[src/rtl/axi_r_router_if.sv]
// AXI read-data (R) channel bundle; the slave modport drives a burst,
// the master modport receives it and returns RREADY.
interface axi_r_if #(
  parameter int unsigned ID_W   = 8,
  parameter int unsigned DATA_W = 32
);
  logic [ID_W-1:0]   rid;
  logic [DATA_W-1:0] rdata;
  logic [1:0]        rresp;
  logic              rlast;
  logic              rvalid;
  logic              rready;

  modport slave  (output rid, rdata, rresp, rlast, rvalid, input  rready);
  modport master (input  rid, rdata, rresp, rlast, rvalid, output rready);
endinterface

[src/rtl/axi_r_router.sv]
// R-channel return router: round-robin burst arbitration over S0/S1/SD and
// steering to M0/M1 by the master index held in the upper RID bits.
module axi_r_router #(
  parameter int unsigned IDS_BITS  = 8,
  parameter int unsigned ID_BITS   = 4,
  parameter int unsigned DATA_BITS = 32
) (
  input  logic    ACLK,
  input  logic    ARESET,
  axi_r_if.master s0_if,
  axi_r_if.master s1_if,
  axi_r_if.master sd_if,
  axi_r_if.slave  m0_if,
  axi_r_if.slave  m1_if
);

  localparam int unsigned NS       = 3;
  localparam int unsigned NM       = 2;
  localparam int unsigned IDX_BITS = IDS_BITS - ID_BITS;

  typedef enum logic       {ST_IDLE, ST_BUSY} state_e;
  typedef enum logic [1:0] {G_S0 = 2'd0, G_S1 = 2'd1, G_SD = 2'd2} slv_e;
  typedef enum logic [1:0] {MS_M0 = 2'd0, MS_M1 = 2'd1, MS_NONE = 2'd2} msel_e;

  state_e state_q, state_d;
  slv_e   gnt_q, gnt_d;
  msel_e  msel_q, msel_d;
  slv_e   rr_q, rr_d;

  logic [IDS_BITS-1:0]  s_rid   [NS];
  logic [DATA_BITS-1:0] s_rdata [NS];
  logic [1:0]           s_rresp [NS];
  logic [NS-1:0]        s_rlast;
  logic [NS-1:0]        s_rvalid;
  logic [NS-1:0]        s_rready_c;

  logic [ID_BITS-1:0]   m_rid_c   [NM];
  logic [DATA_BITS-1:0] m_rdata_c [NM];
  logic [1:0]           m_rresp_c [NM];
  logic [NM-1:0]        m_rlast_c;
  logic [NM-1:0]        m_rvalid_c;
  logic [NM-1:0]        m_rready;

  slv_e pick, cand1, cand2;
  logic pick_vld;
  logic hs_last;
  logic mi;

  function automatic slv_e rr_next(input slv_e s);
    case (s)
      G_S0:    return G_S1;
      G_S1:    return G_SD;
      default: return G_S0;
    endcase
  endfunction

  // Master index 0/1 selects M0/M1; any other index has no owner and is drained.
  function automatic msel_e decode_msel(input logic [IDX_BITS-1:0] ix);
    if (ix == IDX_BITS'(0))      return MS_M0;
    else if (ix == IDX_BITS'(1)) return MS_M1;
    else                         return MS_NONE;
  endfunction

  assign s_rid[0]   = s0_if.rid;
  assign s_rid[1]   = s1_if.rid;
  assign s_rid[2]   = sd_if.rid;
  assign s_rdata[0] = s0_if.rdata;
  assign s_rdata[1] = s1_if.rdata;
  assign s_rdata[2] = sd_if.rdata;
  assign s_rresp[0] = s0_if.rresp;
  assign s_rresp[1] = s1_if.rresp;
  assign s_rresp[2] = sd_if.rresp;
  assign s_rlast    = {sd_if.rlast, s1_if.rlast, s0_if.rlast};
  assign s_rvalid   = {sd_if.rvalid, s1_if.rvalid, s0_if.rvalid};
  assign m_rready   = {m1_if.rready, m0_if.rready};

  assign s0_if.rready = s_rready_c[0];
  assign s1_if.rready = s_rready_c[1];
  assign sd_if.rready = s_rready_c[2];

  assign m0_if.rvalid = m_rvalid_c[0];
  assign m0_if.rid    = m_rid_c[0];
  assign m0_if.rdata  = m_rdata_c[0];
  assign m0_if.rresp  = m_rresp_c[0];
  assign m0_if.rlast  = m_rlast_c[0];
  assign m1_if.rvalid = m_rvalid_c[1];
  assign m1_if.rid    = m_rid_c[1];
  assign m1_if.rdata  = m_rdata_c[1];
  assign m1_if.rresp  = m_rresp_c[1];
  assign m1_if.rlast  = m_rlast_c[1];

  // First requester at or after the round-robin pointer.
  always_comb begin : arb_c
    cand1    = rr_next(rr_q);
    cand2    = rr_next(cand1);
    pick_vld = |s_rvalid;
    if (s_rvalid[rr_q])       pick = rr_q;
    else if (s_rvalid[cand1]) pick = cand1;
    else                      pick = cand2;
  end

  always_ff @(posedge ACLK) begin : state_reg
    if (ARESET) begin
      state_q <= ST_IDLE;
      gnt_q   <= G_S0;
      msel_q  <= MS_NONE;
      rr_q    <= G_S0;
    end else begin
      state_q <= state_d;
      gnt_q   <= gnt_d;
      msel_q  <= msel_d;
      rr_q    <= rr_d;
    end
  end

  always_comb begin : fsm_c
    state_d    = state_q;
    gnt_d      = gnt_q;
    msel_d     = msel_q;
    rr_d       = rr_q;
    s_rready_c = '0;
    m_rvalid_c = '0;
    m_rlast_c  = '0;
    hs_last    = 1'b0;
    mi         = 1'b0;
    for (int unsigned m = 0; m < NM; m++) begin
      m_rid_c[m]   = '0;
      m_rdata_c[m] = '0;
      m_rresp_c[m] = '0;
    end

    case (state_q)
      ST_IDLE: begin
        if (pick_vld) begin
          state_d = ST_BUSY;
          gnt_d   = pick;
          msel_d  = decode_msel(s_rid[pick][IDS_BITS-1:ID_BITS]);
        end
      end
      default: begin
        if (msel_q == MS_NONE) begin
          s_rready_c[gnt_q] = 1'b1;
        end else begin
          // Combinational pass-through; payload zeroed while RVALID is low.
          mi                = (msel_q == MS_M1);
          m_rvalid_c[mi]    = s_rvalid[gnt_q];
          s_rready_c[gnt_q] = m_rready[mi];
          if (s_rvalid[gnt_q]) begin
            m_rid_c[mi]   = s_rid[gnt_q][ID_BITS-1:0];
            m_rdata_c[mi] = s_rdata[gnt_q];
            m_rresp_c[mi] = s_rresp[gnt_q];
            m_rlast_c[mi] = s_rlast[gnt_q];
          end
        end
        hs_last = s_rvalid[gnt_q] & s_rready_c[gnt_q] & s_rlast[gnt_q];
        if (hs_last) begin
          state_d = ST_IDLE;
          rr_d    = rr_next(gnt_q);
          msel_d  = MS_NONE;
        end
      end
    endcase
  end

endmodule

[src/flat_wrapper.sv]
// flat-port wrapper written by rule: the top's interface ports become plain ports
module axi_r_router_flat 
#(
  parameter int unsigned IDS_BITS  = 8,
  parameter int unsigned ID_BITS   = 4,
  parameter int unsigned DATA_BITS = 32
)
  (ACLK, ARESET, s0_if_rid, s0_if_rdata, s0_if_rresp, s0_if_rlast, s0_if_rvalid, s0_if_rready, s1_if_rid, s1_if_rdata, s1_if_rresp, s1_if_rlast, s1_if_rvalid, s1_if_rready, sd_if_rid, sd_if_rdata, sd_if_rresp, sd_if_rlast, sd_if_rvalid, sd_if_rready, m0_if_rid, m0_if_rdata, m0_if_rresp, m0_if_rlast, m0_if_rvalid, m0_if_rready, m1_if_rid, m1_if_rdata, m1_if_rresp, m1_if_rlast, m1_if_rvalid, m1_if_rready);
  axi_r_if #(.ID_W((8)), .DATA_W((32))) s0_if_i ();
  axi_r_if #(.ID_W((8)), .DATA_W((32))) s1_if_i ();
  axi_r_if #(.ID_W((8)), .DATA_W((32))) sd_if_i ();
  axi_r_if #(.ID_W((4)), .DATA_W((32))) m0_if_i ();
  axi_r_if #(.ID_W((4)), .DATA_W((32))) m1_if_i ();
  input  logic ACLK;
  input  logic ARESET;
  input wire logic [$bits(s0_if_i.rid)-1:0] s0_if_rid;
  input wire logic [$bits(s0_if_i.rdata)-1:0] s0_if_rdata;
  input wire logic [$bits(s0_if_i.rresp)-1:0] s0_if_rresp;
  input wire logic [$bits(s0_if_i.rlast)-1:0] s0_if_rlast;
  input wire logic [$bits(s0_if_i.rvalid)-1:0] s0_if_rvalid;
  output wire logic [$bits(s0_if_i.rready)-1:0] s0_if_rready;
  input wire logic [$bits(s1_if_i.rid)-1:0] s1_if_rid;
  input wire logic [$bits(s1_if_i.rdata)-1:0] s1_if_rdata;
  input wire logic [$bits(s1_if_i.rresp)-1:0] s1_if_rresp;
  input wire logic [$bits(s1_if_i.rlast)-1:0] s1_if_rlast;
  input wire logic [$bits(s1_if_i.rvalid)-1:0] s1_if_rvalid;
  output wire logic [$bits(s1_if_i.rready)-1:0] s1_if_rready;
  input wire logic [$bits(sd_if_i.rid)-1:0] sd_if_rid;
  input wire logic [$bits(sd_if_i.rdata)-1:0] sd_if_rdata;
  input wire logic [$bits(sd_if_i.rresp)-1:0] sd_if_rresp;
  input wire logic [$bits(sd_if_i.rlast)-1:0] sd_if_rlast;
  input wire logic [$bits(sd_if_i.rvalid)-1:0] sd_if_rvalid;
  output wire logic [$bits(sd_if_i.rready)-1:0] sd_if_rready;
  output wire logic [$bits(m0_if_i.rid)-1:0] m0_if_rid;
  output wire logic [$bits(m0_if_i.rdata)-1:0] m0_if_rdata;
  output wire logic [$bits(m0_if_i.rresp)-1:0] m0_if_rresp;
  output wire logic [$bits(m0_if_i.rlast)-1:0] m0_if_rlast;
  output wire logic [$bits(m0_if_i.rvalid)-1:0] m0_if_rvalid;
  input wire logic [$bits(m0_if_i.rready)-1:0] m0_if_rready;
  output wire logic [$bits(m1_if_i.rid)-1:0] m1_if_rid;
  output wire logic [$bits(m1_if_i.rdata)-1:0] m1_if_rdata;
  output wire logic [$bits(m1_if_i.rresp)-1:0] m1_if_rresp;
  output wire logic [$bits(m1_if_i.rlast)-1:0] m1_if_rlast;
  output wire logic [$bits(m1_if_i.rvalid)-1:0] m1_if_rvalid;
  input wire logic [$bits(m1_if_i.rready)-1:0] m1_if_rready;
  assign s0_if_i.rid = s0_if_rid;
  assign s0_if_i.rdata = s0_if_rdata;
  assign s0_if_i.rresp = s0_if_rresp;
  assign s0_if_i.rlast = s0_if_rlast;
  assign s0_if_i.rvalid = s0_if_rvalid;
  assign s0_if_rready = s0_if_i.rready;
  assign s1_if_i.rid = s1_if_rid;
  assign s1_if_i.rdata = s1_if_rdata;
  assign s1_if_i.rresp = s1_if_rresp;
  assign s1_if_i.rlast = s1_if_rlast;
  assign s1_if_i.rvalid = s1_if_rvalid;
  assign s1_if_rready = s1_if_i.rready;
  assign sd_if_i.rid = sd_if_rid;
  assign sd_if_i.rdata = sd_if_rdata;
  assign sd_if_i.rresp = sd_if_rresp;
  assign sd_if_i.rlast = sd_if_rlast;
  assign sd_if_i.rvalid = sd_if_rvalid;
  assign sd_if_rready = sd_if_i.rready;
  assign m0_if_rid = m0_if_i.rid;
  assign m0_if_rdata = m0_if_i.rdata;
  assign m0_if_rresp = m0_if_i.rresp;
  assign m0_if_rlast = m0_if_i.rlast;
  assign m0_if_rvalid = m0_if_i.rvalid;
  assign m0_if_i.rready = m0_if_rready;
  assign m1_if_rid = m1_if_i.rid;
  assign m1_if_rdata = m1_if_i.rdata;
  assign m1_if_rresp = m1_if_i.rresp;
  assign m1_if_rlast = m1_if_i.rlast;
  assign m1_if_rvalid = m1_if_i.rvalid;
  assign m1_if_i.rready = m1_if_rready;
  axi_r_router #(.IDS_BITS(IDS_BITS), .ID_BITS(ID_BITS), .DATA_BITS(DATA_BITS)) u_core (.ACLK(ACLK), .ARESET(ARESET), .s0_if(s0_if_i), .s1_if(s1_if_i), .sd_if(sd_if_i), .m0_if(m0_if_i), .m1_if(m1_if_i));
endmodule
[config.mk]
export PLATFORM = sky130hd
export DESIGN_NAME = axi_r_router_flat
export DESIGN_NICKNAME = d
export VERILOG_FILES = /design/src/rtl/axi_r_router_if.sv /design/src/rtl/axi_r_router.sv /design/src/flat_wrapper.sv
export SDC_FILE = /design/constraint.sdc
export NUM_CORES = 1
export LEC_CHECK = 0
export ABC_CLOCK_PERIOD_IN_PS = 2000
export CAP_MARGIN = 20
export CORE_ASPECT_RATIO = 0.5
export CORE_MARGIN = 2
export CORE_UTILIZATION = 26
export CTS_CLUSTER_SIZE = 20
export DETAILED_ROUTE_END_ITERATION = 7
export GPL_TIMING_DRIVEN = 0
export PLACE_DENSITY = 0.81
export SYNTH_ARGS = -nofsm -noshare
export SYNTH_HDL_FRONTEND = slang
export SYNTH_SLANG_ARGS = --single-unit
[constraint.sdc]
create_clock -name ACLK -period 2 [get_ports ACLK]
set_clock_uncertainty 0.1 [all_clocks]
set_input_delay 0.4 -clock ACLK [delete_from_list [all_inputs] [get_ports ACLK]]
set_output_delay 0.4 -clock ACLK [all_outputs]
set_load 0.01 [all_outputs]
# Word-level counts from Yosys, hierarchy flattened

Cells that the tools add are included.

Flip-flop bits (word level): 7
Bits of input ports: 136
Output and inout port bits: 83

Magnitude comparators: 10
Eq/ne operators: 7
Muxes and demuxes: 64
Bitwise gates (word level): 12
Reductions and logical operators: 12

Operators with widths:

| cell               | count |
|---|---|
| $mux 64            | 3 |
| $mux 32            | 3 |
| $and 64x64->64     | 1 |
| $bmux 32 s2        | 1 |
| $mux 8             | 5 |
| $bmux 8 s2         | 2 |
| $demux 32 s1       | 1 |
| $mux 2             | 15 |
| $mux 4             | 6 |
| $mux 1             | 12 |
| $pmux 2 s2         | 3 |
| $bmux 1 s2         | 5 |
| $lt 2x3->1 const B | 3 |
| $mux 3             | 3 |
| $and 8x8->8        | 1 |
| $eq 2x1->1 const B | 4 |
| $ge 3x3->1 const B | 2 |
| $logic_not 2->1    | 3 |
| $not 2->3          | 2 |
| $reduce_and 2->1   | 3 |
| $and 2x2->2        | 2 |
| $and 4x4->4        | 1 |
| $bmux 2 s2         | 1 |
| $demux 4 s1        | 1 |
| 19 further kinds   | 22 |

# Logic depth before layout (Yosys ltp)

Depth in word-level cells: 15
Mapped depth: 8

# Worst setup path before layout

OpenSTA, ideal clock, no wires.

Path type: register to output
Start: reg u_core.gnt_q[1]
End: out m1_if_rdata[0]
Arrival time: 1321 ps
Required time: 1500 ps
Setup slack: 179 ps
Stages on the path, launching flop included: 8
Cells stage by stage: dfxtp_1 -> buf_4 -> nor2b_1 -> buf_4 -> o2bb2ai_2 -> nand4b_1 -> buf_2 -> nor2_1

Longest elaborated chain between the ends: 8

Ends and longest elaborated chain:

| what                                        | RTL line            | source |
|---|---|---|
| from (decl)                                 | axi_r_router.sv:26  | `slv_e gnt_q, gnt_d;` |
| from (signal assigned)                      | axi_r_router.sv:110 | `gnt_q <= gnt_d;` |
| $not 2->3 (not written as such)             | axi_r_router.sv:150 | `m_rdata_c[mi] = s_rdata[gnt_q];` |
| $bmux 32 s2                                 | axi_r_router.sv:150 |  |
| $mux 32 (not written as such) (2 in series) | axi_r_router.sv:150 |  |
| $and 64x64->64 (no source line)             | --                  |  |
| $mux 64 *                                   | axi_r_router.sv:148 | `if (s_rvalid[gnt_q]) begin` |
| $mux 64 *                                   | axi_r_router.sv:141 | `if (msel_q == MS_NONE) begin` |
| $mux 64 *                                   | axi_r_router.sv:132 | `case (state_q)` |
| to (decl)                                   | flat_wrapper.sv:41  | `output wire logic [$bits(m1_if_i.rdata)-1:0] m1_if_rdata;` |

Every way passes the cells marked *; elsewhere a longest branch is shown, timed or not. The select of a mux whose other input is x is not followed.

# Worst setup path after layout

Start: reg u_core.gnt_q[1]
End: out m1_if_rdata[30]

The elaborated chain is that of the path after synthesis.

==> flow_metrics.env <==
export IMPL_grt_pass1_wl_mm=14.5
export IMPL_r2r_start="u_core.state_q$_SDFF_PP0_"
export IMPL_rsz0062_at_grt="yes"
export IMPL_vias=3415
export IMPL_synthesis_nets=419
export IMPL_design_area_mm2=0.00503
export IMPL_globalRouteTotalUtil_pct=26.9
export IMPL_power_total_uw=1530
export IMPL_grt_max_degree=11
export IMPL_cap_violations=0
export IMPL_nets=667
export IMPL_outcome="finished with violations"
export IMPL_die_h_um=60.4
export IMPL_place_area_mm2=0.00395
export IMPL_final_cell_mix="130 x clkdlybuf4s50_1, 57 x buf_6, 55 x nor2_1"
export IMPL_syn_area_mm2=0.00166
export IMPL_layout_drive_gt1_share_pct=47.7
export IMPL_hpwlAfterDp_mm=7.74
export IMPL_vdd_drop_max_mv=0.253
export IMPL_synthCells=283
export IMPL_path_depth=8
export IMPL_fin_ws_ps=-466
export IMPL_die_w_um=117
export IMPL_diodes=0
export IMPL_crit_start="u_core.gnt_q[1]$_SDFFE_PP0P_"
export IMPL_grt_pass1_vias=2829
export IMPL_slew_headroom_pct=65.5
export IMPL_coreArea_mm2=0.00611
export IMPL_ff2ff_path_depth=7
export IMPL_timing_setup_tns_ps=-28520
export IMPL_hold_start="u_core.rr_q[0]$_SDFFE_PP0P_"
export IMPL_clock_sinks=7
export IMPL_multi_input_area_mm2=0.00204
export IMPL_arrival_ps=1970
export IMPL_clock_path_buffers=2
export IMPL_end_kind="output port"
export IMPL_hold_ws_ps=545
export IMPL_wire_per_inst_um=22.2
export IMPL_synth_top_cell_area_share_pct=28.1
export IMPL_gp_congestion=0.892
export IMPL_fin_crit_sh_pct=123
export IMPL_min_path_cells=2
export IMPL_period_needed_ps=2470
export IMPL_grt_ovfl_total=0
export IMPL_ys_ff_latch=7
export IMPL_cp_cell_sequence="nor2b_1 > buf_4 > o2bb2ai_4 > nand4b_1 > buf_6 > clkbuf_16 > nor2_2 > buf_2"
export IMPL_ios=219
export IMPL_start_kind="register"
export IMPL_clkTransAtPathRegs_ps=40
export IMPL_setup_viol=85
export IMPL_yosysWarnings=0
export IMPL_synthDistinctLibCells=30
export IMPL_cts_root_buf="clkbuf_16"
export IMPL_drt_initial_drc_count=241
export IMPL_cts_hold_buf=0
export IMPL_drt_pass1_iterations=5
export IMPL_area_growth_synth_to_final_pct=204
export IMPL_max_freq_mhz=405
export IMPL_critPathSlowestCell="dfxtp_4"
export IMPL_yosys_area_top_type="nor2_1"
export IMPL_start_util_pct=27.1
export IMPL_detail_route_antenna_nets=0
export IMPL_hp_class="register to register"
export IMPL_drc=0
export IMPL_regArea_um2=148
export IMPL_cpPeakStageDelay_ps=360
export IMPL_reg2reg_slack_ps=-50
export IMPL_synth_seq_area_share_pct=8.47
export IMPL_p_leak_uw=0.00201
export IMPL_htreeDepth=1
export IMPL_ys_top_cells_by_area="nor2_1 28%, mux2i_1 26%, a21oi_1 12%"
export IMPL_syn_avg_cell_area_um2=5.85
export IMPL_p_per_area_mw_per_mm2=304
export IMPL_cp_max_fo=8
export IMPL_critPathBufInv=4
export IMPL_wl_mm=13.7
export IMPL_die_area_mm2=0.00706
export IMPL_final_common_cell="clkdlybuf4s50_1"
export IMPL_worstSetupPathType="register to output port"
export IMPL_required_ps=1500
export IMPL_antenna_found_initial=0
export IMPL_finalHoldViolations=0
export IMPL_violations="setup timing"
export IMPL_nFillCells=350
export IMPL_portBuffers=218
export IMPL_cts_buffers=3
export IMPL_std_cell_rows=20
export IMPL_cp_top_family="buffers and inverters"
export IMPL_worstSkewPairLatency_ps=240
export IMPL_tritoncts="yes"
export IMPL_worst_pin_slew_ps=517
export IMPL_drt_vias_per_instance=5.53
export IMPL_slew_viol_final=0
==> repair_timing <==
item / in CTS / in global routing
buffers inserted: 15 / 9
endpoints found under the hold margin: 0 / 0
resized for setup: 410 / 221
endpoints found under the setup margin: 85 / 85
cloned: 2 / 3
pin swaps: 38 / 42
==> cell families after synthesis <==
| family | count (synthesis) | synth area share, % |
|---|---|---|
| mux | 43 | 26.0 |
| flops | 7 | 8.47 |
| buf+inv | 27 | 7.63 |
| compound gates | 62 | 22.1 |
| xor+xnor | 1 | 0.529 |
| simple gates | 143 | 35.3 |
==> flip-flops by register name, summed over array words and instances (netlist names) <==
register / count
u_core.gnt_q: 2
u_core.rr_q: 2
u_core.msel_q: 2
u_core.state_q: 1
==> final timing paths <==
| check | to |
|---|---|
| setup / recovery | m1_if_rdata[30] |
| hold reg to reg | u_core.rr_q[0]$_SDFFE_PP0P_ |
| setup reg to reg | u_core.msel_q[0]$_SDFFE_PP0P_ |
| hold / removal | u_core.rr_q[0]$_SDFFE_PP0P_ |
==> routing by layer <==
metal | GRT usage (%) | up-vias | part of all wire (%)
met1 | 32.9 | 1640 | 36
met2 | 51.5 | 229 | 51
met5 | 0 | - | 0
li1 | - | 1464 | -
met4 | 6.55 | 0 | 5.9
met3 | 3.20 | 82 | 6.7
==> metrics by stage <==
stage                     setup WS (ps)  utilization (%)  std cells
after detailed placement          -1120             64.7        589
final                              -466             82.4        618
after global placement            -1050             64.7        589
after floorplan                     179                -        283
after global routing               -448             82.4        618
after CTS                          -306             66.1        609
==> layout make-up <==
type | count | share of cell area (%)
timing repair buffer | 246 | 47.8
multi-input combinational | 249 | 40.6
buffer | 21 | 4.70
sequential | 7 | 2.93
tap | 88 | 2.19
clock buffer | 4 | 1.57
inverter | 3 | 0.224
==> power by group <==
part / leakage [µW] / switching [µW] / total (µW) / internal [µW]
Sequential: 0.0000587 / 19.3 / 168 / 149
Combinational: 0.00191 / 511 / 1000 / 490
Clock: 0.0000382 / 95.4 / 363 / 267
==> synth_stat cells <==
| cell | n |
|---|---|
| nand3_1 | 2 |
| nor3_1 | 6 |
| mux2i_1 | 43 |
| o2bb2ai_2 | 1 |
| nand4b_1 | 1 |
| buf_1 | 1 |
| inv_1 | 3 |
| nand2b_1 | 2 |
| nor4_1 | 1 |
| nor2_1 | 124 |
| dfxtp_1 | 7 |
| o2bb2ai_1 | 1 |
| a21oi_1 | 41 |
| a32o_1 | 2 |
| o31ai_1 | 1 |
| and2_1 | 3 |
| o21a_1 | 2 |
| o21ai_0 | 7 |
| buf_4 | 2 |
| xnor2_1 | 1 |
| nor2b_4 | 1 |
| and3_1 | 1 |
| a32oi_1 | 1 |
| a2111oi_2 | 1 |
| buf_2 | 14 |
| a211oi_1 | 1 |
| a21oi_2 | 1 |
| clkbuf_1 | 7 |
| a31oi_1 | 3 |
| nor2b_1 | 2 |
==> worst reg2reg max path, cell delays in order, from the launching register on <==
cell and delay [ps]:
dfxtp_1 550, o31ai_1 160, a21oi_2 150, buf_4 150, buf_4 120, a31oi_2 100, a2111oi_2 470, a32o_1 200
No activity file was read; power rests on OpenSTA's default activity.
